--- src/rtl/counter_bank.sv ---
// counter_bank: a bank of synchronous modulo counters that share one step prescaler.
// Each channel can step on the shared tick or on the wrap of the channel below it.
// Each channel also has a registered terminal-count pulse and a divide-by-2 output.
module counter_bank #(
    parameter int unsigned WIDTH    = 8,
    parameter int unsigned CHANNELS = 3,
    parameter int unsigned PRESCALE = 1
) (
    input  logic                         sysclk,
    input  logic                         rstn,
    input  logic [CHANNELS-1:0]          en,
    input  logic [CHANNELS-1:0]          up,
    input  logic [CHANNELS-1:0]          casc,
    input  logic [CHANNELS-1:0]          load,
    input  logic [CHANNELS*WIDTH-1:0]    load_val,
    input  logic [CHANNELS*WIDTH-1:0]    mod_val,
    output logic [CHANNELS*WIDTH-1:0]    count,
    output logic [CHANNELS-1:0]          tc,
    output logic [CHANNELS-1:0]          q
);

    localparam int unsigned PS_W = (PRESCALE > 1) ? $clog2(PRESCALE) : 1;

    logic [PS_W-1:0]           r_ps;
    logic [CHANNELS*WIDTH-1:0] r_count;
    logic [CHANNELS-1:0]       r_tc;
    logic [CHANNELS-1:0]       r_q;

    logic                      w_tick;
    logic [PS_W-1:0]           w_ps_next;
    logic [CHANNELS-1:0]       w_wrap;
    logic [CHANNELS*WIDTH-1:0] w_next;
    logic                      w_chain;
    logic                      w_carry;
    logic                      w_step;
    logic [WIDTH-1:0]          w_cur;
    logic [WIDTH-1:0]          w_mod;

    // Prescaler decode: tick on the last phase. A one-phase prescaler ticks every cycle.
    always_comb begin
        w_tick    = (r_ps == PS_W'(PRESCALE - 1));
        w_ps_next = w_tick ? '0 : r_ps + PS_W'(1);
    end

    // Per-channel next count and wrap.
    // The carry chain runs through the channels in order, so a cascade settles in one cycle.
    always_comb begin
        w_wrap  = '0;
        w_next  = r_count;
        w_chain = 1'b0;
        w_carry = 1'b0;
        w_step  = 1'b0;
        w_cur   = '0;
        w_mod   = '0;
        for (int i = 0; i < CHANNELS; i++) begin
            w_cur   = r_count[i*WIDTH +: WIDTH];
            w_mod   = mod_val[i*WIDTH +: WIDTH];
            w_carry = ((i > 0) && casc[i]) ? w_chain : w_tick;
            w_step  = en[i] & w_carry & ~load[i];
            if (load[i]) begin
                w_next[i*WIDTH +: WIDTH] = load_val[i*WIDTH +: WIDTH];
            end else if (w_step && up[i]) begin
                if (w_cur >= w_mod) begin
                    w_next[i*WIDTH +: WIDTH] = '0;
                    w_wrap[i]                = 1'b1;
                end else begin
                    w_next[i*WIDTH +: WIDTH] = w_cur + WIDTH'(1);
                end
            end else if (w_step) begin
                if (w_cur == '0) begin
                    w_next[i*WIDTH +: WIDTH] = w_mod;
                    w_wrap[i]                = 1'b1;
                end else if (w_cur > w_mod) begin
                    // The count is out of range after a modulus change: snap back silently.
                    w_next[i*WIDTH +: WIDTH] = w_mod;
                end else begin
                    w_next[i*WIDTH +: WIDTH] = w_cur - WIDTH'(1);
                end
            end
            w_chain = w_wrap[i];
        end
    end

    // State registers. Reset clears them at once; a terminal-count pulse follows each wrap by one cycle.
    always_ff @(posedge sysclk or negedge rstn) begin
        if (!rstn) begin
            r_ps    <= '0;
            r_count <= '0;
            r_tc    <= '0;
            r_q     <= '0;
        end else begin
            r_ps    <= w_ps_next;
            r_count <= w_next;
            r_tc    <= w_wrap;
            r_q     <= r_q ^ w_wrap;
        end
    end

    assign count = r_count;
    assign tc    = r_tc;
    assign q     = r_q;

endmodule

--- config.mk ---
export PLATFORM = sky130hd
export DESIGN_NAME = counter_bank
export DESIGN_NICKNAME = d
export VERILOG_FILES = /design/src/rtl/counter_bank.sv
export SDC_FILE = /design/constraint.sdc
export NUM_CORES = 1
export LEC_CHECK = 0
export ABC_AREA = 1
export CAP_MARGIN = 20
export CELL_PAD_IN_SITES_DETAIL_PLACEMENT = 2
export CELL_PAD_IN_SITES_GLOBAL_PLACEMENT = 2
export CORE_MARGIN = 1
export CORE_UTILIZATION = 28
export CTS_CLUSTER_DIAMETER = 50
export DETAILED_ROUTE_END_ITERATION = 10
export PLACE_DENSITY = 0.95
export REMOVE_ABC_BUFFERS = 1
export SLEW_MARGIN = 10
export SYNTH_ARGS = -nofsm -noshare
export SYNTH_HDL_FRONTEND = slang
export SYNTH_SLANG_ARGS = --single-unit
--- constraint.sdc ---
create_clock -name sysclk -period 3.25 [get_ports sysclk]
set_input_delay 0.325 -clock sysclk [delete_from_list [all_inputs] [get_ports sysclk]]
set_output_delay 0.325 -clock sysclk [all_outputs]
set_load 0.1 [all_outputs]
==> flow_metrics.py <==
metrics = {
    "clocking": {
        "clk_latency_ns": 0.28,
        "h-tree-depth": 2,
        "clk_pin_slew_ns": 0.05,
        "cts.sinks": 30,
        "cts.repair.resized": 0,
        "cts_hold_buf": 0,
        "cts_tree": "built",
        "numCtsBuffers": 5,
        "cts_setup_buffers": 0,
        "root_buffer": "clkbuf_16",
        "cts_buffer_depth": 2,
    },
    "worst_setup_path": {
        "critPathLaunchType": "primary input",
        "endpoint_kind": "flop",
        "r2r_slack_ns": 0.33,
        "worstPathMaxFanout": 8,
        "reg2reg_to": "count[23]",
        "cp.arrival_ns": 3.10,
        "timing.rr.start": "count[0]",
        "crit_required_ns": 3.41,
        "crit_type": "primary input to flop",
        "rr_worst_depth": 17,
    },
    "floorplanning": {
        "die-area_sq_um": 12500,
        "rows": 39,
        "num_io_pins": 92,
        "fp.coreArea_sq_um": 11600,
        "start_util_pct": 29.2,
        "die_w_um": 112,
        "die_h_um": 112,
    },
    "sta": {
        "timing.setup.tns_ns": 0,
        "setup_viol": 0,
        "rsz0062_at_grt": "false",
        "finalHoldViolCount": 0,
        "fin_skew_ns": 0.00810,
        "finalCriticalPeriod_ns": 2.94,
        "relSlewSlack_pct": 33.3,
        "tightest_slew_ns": 0.998,
        "max_freq_mhz": 340,
        "drv_slew": 0,
        "finalCritPeriodShare_pct": 90.5,
    },
    "layout": {
        "finish.instance_area_sq_um": 4580,
        "nNetsFinal": 688,
        "antennaDiodeCount": 0,
        "drive_gt1_share_pct": 5.39,
        "syn_to_final_growth_pct": 35.9,
        "fillers": 1412,
        "fin_util_pct": 39.6,
    },
    "route": {
        "firstDrtPassIters": 7,
        "via_per_inst": 5.21,
        "drt_iter0_drc": 108,
        "wirelength_um": 13200,
        "routedWlPerCell_um": 17.9,
        "vias": 3838,
        "drtAntennaViolNets": 0,
        "drc": 8,
    },
    "global_routing": {
        "grt_usage_pct": 21.7,
        "grt_max_degree": 31,
        "grt_pass1_wl_um": 21800,
        "grt_overflow_total": 0,
        "antenna_found_initial": 0,
        "grt_pass1_vias": 4303,
    },
    "yosys": {
        "synth_area_leader_cell": "dfrtp_1",
        "yosysMostFrequentCell": "nand2_1",
        "ys_types": 37,
        "ys_ff_latch": 30,
        "yosys_warnings": 0,
        "synth_top_area_share_pct": 22.3,
        "syn_inst": 503,
        "synth_commonest_cells": "nand2_1, inv_1, nor2_1",
        "seq_area_frac_synth_pct": 22.3,
        "synth_area_sq_um": 3370,
        "synth_area_per_cell_sq_um": 6.71,
        "synth_area_leaders": "dfrtp_1, nand2_1, ha_1, inv_1, nor2_1",
        "synth_edf_count": 0,
        "ys.flop_type": "dfrtp_1",
        "synthArstFlopShare_pct": 100,
    },
    "pwr": {
        "vdd_drop_max_mv": 0.221,
        "cellLeakagePower_uw": 0.00219,
        "p_switching_uw": 1550,
        "power_frac_comb_pct": 61.7,
        "sequentialPowerShare_pct": 21.2,
        "p_sw_share_pct": 54.8,
        "power.internal_uw": 1270,
        "power_frac_clock_pct": 17.1,
        "p_per_area_nw_per_um2": 616,
    },
    "place": {
        "hpwlAfterDp_um": 10600,
        "gp_congestion": 0.827,
        "postPlaceCellArea_sq_um": 4440,
        "portBuffers": 90,
    },
    "outcome": {
        "status": "finished with violations",
        "violations": "design-rule violations",
    },
    "worst_hold_path": {
        "hold_path.class": "primary input to async pin",
    },
    "job": {
        "maxCapViolCount": 0,
    },
}
## critical path, cell delays in order
cell and delay (ns):
clkdlybuf4s50_1 0.47, inv_1 0.07, ha_1 0.32, nand2_1 0.07, nor2_1 0.20, nand2_1 0.15, nand3_4 0.14, nand2_2 0.09
nand2_1 0.08, nand2_2 0.07, nor2_4 0.12, o211ai_4 0.13, nand2_4 0.09, nand4_1 0.34, nand2_1 0.22, nand2_1 0.09
nand2_1 0.06, nand2_1 0.05
## stage by stage
step           worst slack, ns  hold WS, ns  std cells  total power [uW]
3_5_place_dp            0.0192        0.478        729              2350
6_report                 0.309        0.457        737              2820
4_1_cts                  0.291        0.479        737              2850
5_1_grt                 0.0810        0.503        737              3000
2_1_floorplan            0.237       0.0294        489              1790
3_3_place_gp             0.249        0.466        729              2240
## cell usage in the layout (no fill, tap or decap), types with 3 or more instances in the layout
cell,Yosys,layout
a41oi_1,3,3
a21oi_2,3,3
xor2_1,19,19
xnor2_1,9,9
a31oi_1,3,3
dfrtp_1,30,30
o22ai_1,6,6
inv_1,70,70
clkbuf_16,0,5
nor2_1,51,51
nor3_1,9,9
o211ai_1,22,22
nand3_1,19,19
o21ai_0,27,27
nand4_1,15,15
ha_1,33,33
nand2_1,126,126
a21oi_1,17,17
nand2_2,4,4
buf_4,0,8
clkdlybuf4s50_1,0,89
## cells by family (layout without fill, tap and decap cells)
kind of cell / count (synthesis) / count (layout) / synth area share, %
AND/OR/NAND/NOR: 235 / 235 / 30.8
AO/OA/AOI/OAI: 90 / 90 / 17.2
buffers and inverters: 87 / 178 / 10.2
adder cells (fa/ha/maj): 33 / 33 / 12.2
flip-flops: 30 / 30 / 22.3
XOR/XNOR: 28 / 28 / 7.27
## power by group through the flow
stage / clock network [uW] / logic [uW] / registers (uW)
floorplan: 0 / 646 / 1140
global placement: 0 / 1650 / 595
detailed placement: 0 / 1740 / 606
CTS: 493 / 1750 / 601
global route: 510 / 1870 / 616
finish: 483 / 1740 / 599
## per-layer routing
layer	part of all wire [%]	up-vias	GRT usage, %
li1	-	1848	-
met1	42	1885	25.7
met4	0.97	0	3.51
met2	54	93	42.3
met5	0	-	0
met3	3.2	12	2.01
## state kept, by name, summed over array words and instances, names as in the netlist
| name | count |
|---|---|
| q | 3 |
| count | 24 |
| tc | 3 |
## worst max path at each step
| stage | from | to | cells after the start |
|---|---|---|---|
| floorplan | count[0] | count[23] | 17 |
| global placement | mod_val[7] | count[17] | 18 |
| detailed placement | mod_val[7] | count[23] | 18 |
| CTS | mod_val[5] | count[23] | 18 |
| global route | mod_val[5] | count[17] | 18 |
| finish | mod_val[5] | count[23] | 18 |
## cell type report
class                      instances  area [sq um]  area share [%]
multi-input combinational        386          2280            49.7
timing repair buffer              97           951            20.7
sequential                        30           751            16.4
inverter                          73           277            6.03
tap                              143           179            3.90
clock buffer                       7           143            3.11
clock inverter                     1          5.00           0.109
No activity file was read; power rests on OpenSTA's default activity.
